### config.mk
export PLATFORM = sky130hd
export DESIGN_NAME = pc_ctrl
export DESIGN_NICKNAME = d
export VERILOG_FILES = /design/src/rtl/pc_ctrl.sv
export SDC_FILE = /design/constraint.sdc
export NUM_CORES = 1
export LEC_CHECK = 0
export BUFFER_PORTS_ARGS = -buffer_cell sky130_fd_sc_hd__buf_2
export CAP_MARGIN = 20
export CELL_PAD_IN_SITES_DETAIL_PLACEMENT = 0
export CELL_PAD_IN_SITES_GLOBAL_PLACEMENT = 1
export CORE_MARGIN = 5
export CORE_UTILIZATION = 32
export CTS_BUF_LIST = sky130_fd_sc_hd__clkbuf_4 sky130_fd_sc_hd__clkbuf_8 sky130_fd_sc_hd__clkbuf_16
export DETAILED_ROUTE_END_ITERATION = 16
export GPL_TIMING_DRIVEN = 0
export PLACE_DENSITY_LB_ADDON = 0.25
export SYNTH_ARGS = -nofsm -noshare
export SYNTH_HDL_FRONTEND = slang
export SYNTH_SLANG_ARGS = --single-unit
export TNS_END_PERCENT = 20
### constraint.sdc
create_clock -name clk -period 2.14 [get_ports clk]
set_clock_uncertainty 0.05 [all_clocks]
set_input_delay 0.107 -clock clk [delete_from_list [all_inputs] [get_ports clk]]
set_output_delay 0.107 -clock clk [all_outputs]
set_load 0.02 [all_outputs]
### src/rtl/pc_ctrl.sv
// Next-PC sequencer and stall controller for the pc register.
// Tracks the mult/div busy window and holds redirects that land in a stall.
module pc_ctrl #(
   parameter logic [31:0] RESET_PC    = 32'h0000_0000,
   parameter logic [31:0] EXC_VECTOR  = 32'h0000_4180,
   parameter int unsigned MULT_CYCLES = 5,
   parameter int unsigned DIV_CYCLES  = 10
) (
   input  logic        clk,
   input  logic        reset,
   input  logic [31:0] curr_pc,
   input  logic        br_req,
   input  logic [31:0] br_target,
   input  logic        hazard_stall,
   input  logic        md_start,
   input  logic        md_is_div,
   input  logic        md_use,
   input  logic        exc_req,
   input  logic        eret_req,
   input  logic [31:0] epc,
   output logic [31:0] next_pc,
   output logic        pc_enable,
   output logic        fetch_flush,
   output logic        md_busy
);

   logic [4:0]  md_cnt;
   logic        pend_valid;
   logic [31:0] pend_target;
   logic        pend_valid_d;
   logic [31:0] pend_target_d;
   logic        stall;
   logic        md_accept;

   assign md_busy = (md_cnt != 5'd0);
   assign stall   = hazard_stall | (md_busy & (md_use | md_start));

   assign md_accept = md_start & ~md_busy & ~stall
                    & ~exc_req & ~eret_req & ~reset;

   // Counter runs down unconditionally once loaded, so busy lasts N cycles.
   always_ff @(posedge clk or posedge reset) begin
      if (reset) begin
         md_cnt <= 5'd0;
      end else if (md_accept) begin
         md_cnt <= md_is_div ? 5'(DIV_CYCLES) : 5'(MULT_CYCLES);
      end else if (md_cnt != 5'd0) begin
         md_cnt <= md_cnt - 5'd1;
      end
   end

   always_ff @(posedge clk or posedge reset) begin
      if (reset) begin
         pend_valid  <= 1'b0;
         pend_target <= 32'd0;
      end else begin
         pend_valid  <= pend_valid_d;
         pend_target <= pend_target_d;
      end
   end

   always_comb begin
      next_pc       = curr_pc + 32'd4;
      pc_enable     = 1'b1;
      fetch_flush   = 1'b0;
      pend_valid_d  = pend_valid;
      pend_target_d = pend_target;
      if (reset) begin
         next_pc      = RESET_PC;
         pend_valid_d = 1'b0;
      end else if (exc_req) begin
         next_pc      = EXC_VECTOR;
         fetch_flush  = 1'b1;
         pend_valid_d = 1'b0;
      end else if (eret_req) begin
         next_pc      = epc;
         fetch_flush  = 1'b1;
         pend_valid_d = 1'b0;
      end else if (stall) begin
         next_pc   = curr_pc;
         pc_enable = 1'b0;
         if (br_req) begin
            pend_valid_d  = 1'b1;
            pend_target_d = br_target;
         end
      end else if (br_req) begin
         next_pc      = br_target;
         fetch_flush  = 1'b1;
         pend_valid_d = 1'b0;
      end else if (pend_valid) begin
         next_pc      = pend_target;
         fetch_flush  = 1'b1;
         pend_valid_d = 1'b0;
      end
   end

endmodule

==> impl_metrics.env, run 1 <==
export IMPL_worstPathMaxFanout=6
export IMPL_slew_violations=0
export IMPL_synth_fp_nets=553
export IMPL_fin_area_um2=5739
export IMPL_htree_levels=2
export IMPL_cap_violations=0
export IMPL_die_area_um2=13250
export IMPL_status="finished with violations"
export IMPL_root_buffer="clkbuf_8"
export IMPL_hold_class="in -> reg"
export IMPL_drt_pre_antenna_iters=5
export IMPL_final_common_cell="buf_2"
export IMPL_drc=0
export IMPL_rsz0062_at_grt="yes"
export IMPL_grt_ovfl_total=0
export IMPL_dp_cells=723
export IMPL_num_vias=4572
export IMPL_cts_tree="done"
export IMPL_fin_util_pct=52.94
export IMPL_pin_count=140
export IMPL_ys_types=62
export IMPL_path_class="reg -> out"
export IMPL_drt_iter0_drc=375
export IMPL_syn_to_final_growth_pct=62.31
export IMPL_port_buffers=138
export IMPL_ys_warnings_count=0
export IMPL_die_x_um=115.1
export IMPL_setup_ws_ns=-0.4737
export IMPL_core_area_um2=10840
export IMPL_grt_pass1_wl_mm=24.78
export IMPL_wl_per_cell_um=22.50
export IMPL_fp_dieH_um=115.1
export IMPL_avgSynthCellArea_um2=7.946
export IMPL_endpoint_kind="output pin"
export IMPL_dp_hpwl_mm=12.11
export IMPL_slew_headroom_pct=24.55
export IMPL_worst_ep_arrival_time_ns=2.46
export IMPL_cp_required_ns=1.98
export IMPL_syn_area_um2=3536
export IMPL_ys_ff_latch=38
export IMPL_violations="negative hold slack, negative setup slack"
export IMPL_finalWorstPathRequiredPeriod_ns=2.614
export IMPL_num_rows=38
export IMPL_numCtsBuffers=5
export IMPL_regArea_um2=950.9
export IMPL_peakVddDrop_uv=533.9
export IMPL_final_cells=767
export IMPL_diodes=0
export IMPL_hold_viol_final=2
export IMPL_start_kind="flop"
export IMPL_p_leak_nw=2.482
export IMPL_clk_pin_slew_ns=0.09
export IMPL_fin_nets=734
export IMPL_multi_input_area_um2=2948
export IMPL_antenna_found_initial=0
export IMPL_drive_above_1_share_pct=47.85
export IMPL_grt_max_degree=40
export IMPL_grt_total_usage_pct=24.47
export IMPL_cts_sinks=38
export IMPL_routed_via_density=5.961
export IMPL_cellPowerDensity_nw_per_um2=626.1
export IMPL_final_period_utilization_pct=122.1
export IMPL_final_cell_mix="buf_2, nand2_1, dfrtp_1"
export IMPL_start_util_pct=32.62
export IMPL_synth_enable_flop_cells=0
export IMPL_finalWirelength_mm=17.26
export IMPL_grt_pass1_vias=4480
export IMPL_async_reset_ff_share_pct=100.0
export IMPL_postRouteAntennaNets=0
export IMPL_clockBufferDepth=2
export IMPL_hold_slack_ns=-0.005457
export IMPL_dpl_cell_area_um2=4628
export IMPL_setup_viol=64
export IMPL_synth_ff_type="dfrtp_1"
export IMPL_synthCells=445
export IMPL_worst_pin_slew_ns=1.132
export IMPL_ys_seq_area_share_pct=26.89
export IMPL_n_fill_cell=1031
export IMPL_gp_congestion=0.9069
export IMPL_clock_fmax_mhz=382.6
export IMPL_insertion_delay_ns=0.30
-- worst paths after layout --
path                                            startpoint                     endpoint  slack, ns  cells past startpoint
worst max-delay path                 md_cnt[0]$_DFFE_PP0P_                  next_pc[25]      -0.47                     12
worst min-delay path                          br_target[6]   pend_target[6]$_DFFE_PP0P_     -0.005                      2
worst max register to register       md_cnt[0]$_DFFE_PP0P_   pend_target[1]$_DFFE_PP0P_      -0.14                     11
worst min register to register  pend_target[4]$_DFFE_PP0P_   pend_target[4]$_DFFE_PP0P_       0.44                      1
max in group asynchronous                            reset  pend_target[23]$_DFFE_PP0P_       1.31                      2
min in group asynchronous                            reset   pend_target[7]$_DFFE_PP0P_       0.15                      2
-- critical path, cell delays in order (launching register included) --
cell and delay [ns]:
dfrtp_1 0.40, inv_2 0.09, ha_4 0.13, nor2b_4 0.13, and2_4 0.17, inv_6 0.04
a21oi_4 0.16, buf_6 0.15, buf_12 0.14, o221ai_4 0.10, a31o_1 0.27, a211oi_4 0.21
buf_6 0.16
-- cells in the mapped netlist (7+ instances only) --
master    number  share of area, %
or3_1         14               2.5
clkbuf_1      24               2.5
mux2_1         8               2.5
dfrtp_1       38                27
o31ai_1        8               1.7
and3_1         7               1.2
o22ai_1       11               1.9
nand2_1       43               4.6
nand3_1       30               4.2
mux2_2        24               7.6
o21a_1         7               1.5
nor2_1        29               3.1
buf_2          7              0.99
o21ai_0       24               3.4
nand4_1       12               2.1
mux2i_1       11               3.1
a21oi_1       39               5.5
-- registers in the layout, indices dropped and copies added, names as in the netlist --
register	cells
pend_valid	1
pend_target	32
md_cnt	5
-- timing repair --
action / in CTS / in global routing
endpoints found under the setup margin: 67 / 69
hold buffers: 12 / 0
pin swaps: 28 / 18
gates resized for setup: 103 / 53
setup buffers: 14 / 5
hold endpoints to repair: 12 / 0
cloned: 3 / 2
-- per-stage QoR --
step / TNS [ns] / power (mW) / setup slack [ns]
final: -15.54 / 3.593 / -0.4737
after global routing: -21.29 / 3.747 / -0.5550
after CTS: -15.97 / 3.350 / -0.4147
after detailed placement: -23.46 / 2.246 / -0.5701
after global placement: -20.86 / 2.213 / -0.5376
after floorplan: -0.7108 / 1.826 / -0.04763
-- kinds of logic after synthesis --
logic type | synth area share [%]
AND/OR/NAND/NOR | 26.01
AO/OA/AOI/OAI | 27.18
buffers and inverters | 4.812
multiplexers | 13.31
flip-flops | 26.89
XOR/XNOR | 0.7432
adder cells (fa/ha/maj) | 1.062
-- cell type report --
cell class	instances	area share, %
Multi-Input combinational cell	364	51.36
Clock inverter	2	1.046
Tap cell	140	3.052
Sequential cell	38	16.57
Buffer	35	4.862
Timing Repair Buffer	174	21.06
Clock buffer	6	1.439
Inverter	8	0.6104
-- power by group --
part / total, mW / internal [mW] / switching [mW]
combinational: 1.72 / 0.881 / 0.835
sequential: 1.08 / 0.938 / 0.137
clock: 0.801 / 0.498 / 0.303
-- per-layer routing --
metal / vias up / track usage, % / part of all wire, %
met5: - / 0 / 0
met4: 0 / 5.634 / 1.4
met3: 29 / 3.632 / 9.3
met2: 248 / 42.67 / 49
met1: 2222 / 31.93 / 40
li1: 2073 / - / -
(Power assumes the default switching activity.)
==> inputs of run 2 (changes only) <==
--- a/config.mk
+++ b/config.mk
@@ -9,7 +9,6 @@
 export CAP_MARGIN = 20
 export CELL_PAD_IN_SITES_DETAIL_PLACEMENT = 0
 export CELL_PAD_IN_SITES_GLOBAL_PLACEMENT = 1
-export CORE_MARGIN = 5
 export CORE_UTILIZATION = 32
 export CTS_BUF_LIST = sky130_fd_sc_hd__clkbuf_4 sky130_fd_sc_hd__clkbuf_8 sky130_fd_sc_hd__clkbuf_16
 export DETAILED_ROUTE_END_ITERATION = 16
==> impl_metrics.env, run 2 (synthesis results as in run 1) <==
export IMPL_rsz0062_at_grt="yes"
export IMPL_hold_slack_ns=-0.005745
export IMPL_r2r_slack_ns=-0.18
export IMPL_hold_path_depth=2
export IMPL_cellPowerDensity_nw_per_um2=580.7
export IMPL_htree_levels=2
export IMPL_slew_violations=0
export IMPL_fp_dieH_um=107.1
export IMPL_critPathSlowestCell="or4_4"
export IMPL_hold_end="pend_target[24]$_DFFE_PP0P_"
export IMPL_critical_path_most_common_cell="a21oi_4"
export IMPL_worst_pin_slew_ns=1.060
export IMPL_p_leak_nw=2.301
export IMPL_die_area_um2=11470
export IMPL_grt_max_degree=28
export IMPL_fin_nets=732
export IMPL_num_vias=4546
export IMPL_hold_class="in -> reg"
export IMPL_gp_congestion=0.9001
export IMPL_drt_pre_antenna_iters=7
export IMPL_r2r_start="md_cnt[0]$_DFFE_PP0P_"
export IMPL_peakVddDrop_uv=478.5
export IMPL_dp_hpwl_mm=11.75
export IMPL_grt_ovfl_total=0
export IMPL_top_regs="pend_target x32, md_cnt x5, pend_valid x1"
export IMPL_syn_to_final_growth_pct=55.06
export IMPL_finalWorstPathRequiredPeriod_ns=2.583
export IMPL_status="finished with violations"
export IMPL_clock_fmax_mhz=387.1
export IMPL_postRouteAntennaNets=0
export IMPL_cp_buffers_inverters=4
export IMPL_diodes=0
export IMPL_crit_path_max_incr_delay_ns=0.43
export IMPL_worst_ep_arrival_time_ns=2.43
export IMPL_final_period_utilization_pct=120.7
export IMPL_routed_via_density=5.942
export IMPL_endpoint_kind="output pin"
export IMPL_worstPathMaxFanout=5
export IMPL_cp_top_family="simple AND/OR/NAND/NOR gates"
export IMPL_reg2reg_depth=11
export IMPL_cts_tree="done"
export IMPL_grt_pass1_vias=4351
export IMPL_die_x_um=107.1
export IMPL_final_cell_mix="buf_2, nand2_1, dfrtp_1"
export IMPL_clk_pin_slew_ns=0.09
export IMPL_wl_per_cell_um=20.92
export IMPL_start_kind="flop"
export IMPL_final_common_cell="buf_2"
export IMPL_root_buffer="clkbuf_8"
export IMPL_num_rows=38
export IMPL_insertion_delay_ns=0.31
export IMPL_violations="negative hold slack, negative setup slack"
export IMPL_start_util_pct=32.76
export IMPL_slew_headroom_pct=29.30
export IMPL_path_class="reg -> out"
export IMPL_numCtsBuffers=5
export IMPL_clockBufferDepth=2
export IMPL_final_cells=765
export IMPL_finalWirelength_mm=16.00
export IMPL_worst_r2r_endpoint="pend_target[9]$_DFFE_PP0P_"
export IMPL_drive_above_1_share_pct=44.64
export IMPL_setup_ws_ns=-0.4432
export IMPL_largest_register_ffs=32
export IMPL_hold_viol_final=8
export IMPL_crit_cells=11
export IMPL_dp_cells=724
export IMPL_setup_viol=64
export IMPL_drt_iter0_drc=372
export IMPL_port_buffers=138
export IMPL_cp_required_ns=1.98
export IMPL_drc=0
export IMPL_grt_total_usage_pct=28.08
export IMPL_min_from="br_target[24]"
export IMPL_cts_sinks=38
export IMPL_pin_count=140
export IMPL_regMostFlops="pend_target"
export IMPL_total_power_mw=3.184
export IMPL_cp_cell_sequence="inv_2 > ha_4 > nor2b_4 > and2_4 > inv_6 > a21oi_4 > buf_12 > mux2i_1 > or4_4 > a21oi_4 > buf_6"
export IMPL_grt_pass1_wl_mm=24.16
export IMPL_core_area_um2=10790
export IMPL_cap_violations=0
export IMPL_antenna_found_initial=0
-- run 2: cell count changes in the layout (fill, tap and decap cells not counted), sizes merged --
| cell | before | now |
|---|---|---|
| buf | 171 | 168 |
| bufinv | 2 | 0 |
| clkbuf | 32 | 29 |
| clkinvlp | 0 | 1 |
| dlygate4sd3 | 12 | 16 |
| inv | 8 | 9 |
-- run 2: final cells by class --
cell class	count	area [um2]
repair buffers	172	1161
fillers	1033	5310
inverters	8	35.03
flip-flops and latches	38	950.9
clock inverters	2	16.27
multi-input cells	364	2825
well taps	140	175.2
plain buffers	35	236.5
clock buffers	6	82.58
-- run 2: power breakdown --
group | internal (mW) | leakage [nW] | total, mW | switching, mW
Combinational | 0.748 | 1.79 | 1.53 | 0.777
Sequential | 0.938 | 0.458 | 1.07 | 0.130
Clock | 0.266 | 0.0478 | 0.591 | 0.324
-- run 2: timing repair --
| action | in CTS | in global routing |
|---|---|---|
| hold buffers | 16 | 0 |
| cloned | 0 | 1 |
| gates resized for setup | 84 | 28 |
| hold endpoints to repair | 26 | 0 |
| buffers inserted | 13 | 3 |
| setup endpoints to repair | 65 | 67 |
| pin swaps | 30 | 11 |
-- run 2: metal layers --
layer / part of all wire, % / routed length (um) / up-vias / track usage (%)
li1: - / - / 2070 / -
met1: 42 / 6747 / 2201 / 37.34
met2: 46 / 7402 / 243 / 46.31
met3: 9.5 / 1522 / 32 / 5.046
met4: 2.1 / 331 / 0 / 8.121
met5: 0 / 0 / - / 0
-- run 2: worst max-delay path by stage --
stage	from	to
after floorplan	md_cnt[0]$_DFFE_PP0P_	next_pc[16]
after global placement	md_cnt[0]$_DFFE_PP0P_	next_pc[27]
after detailed placement	md_cnt[0]$_DFFE_PP0P_	next_pc[27]
after CTS	md_cnt[0]$_DFFE_PP0P_	next_pc[6]
after global routing	md_cnt[0]$_DFFE_PP0P_	next_pc[20]
final	md_cnt[0]$_DFFE_PP0P_	next_pc[20]
-- run 2: per-stage QoR --
stage          TNS [ns]  instance area, um2  setup WS (ns)  utilization (%)
5_1_grt          -23.05                5483        -0.5340            50.80
4_1_cts          -15.93                5316        -0.4450            49.26
3_5_place_dp     -21.90                4648        -0.5369            43.07
3_3_place_gp     -19.86                4628        -0.4976            42.88
6_report         -17.78                5483        -0.4432            50.80
2_1_floorplan   -0.7108                3762       -0.04763                -
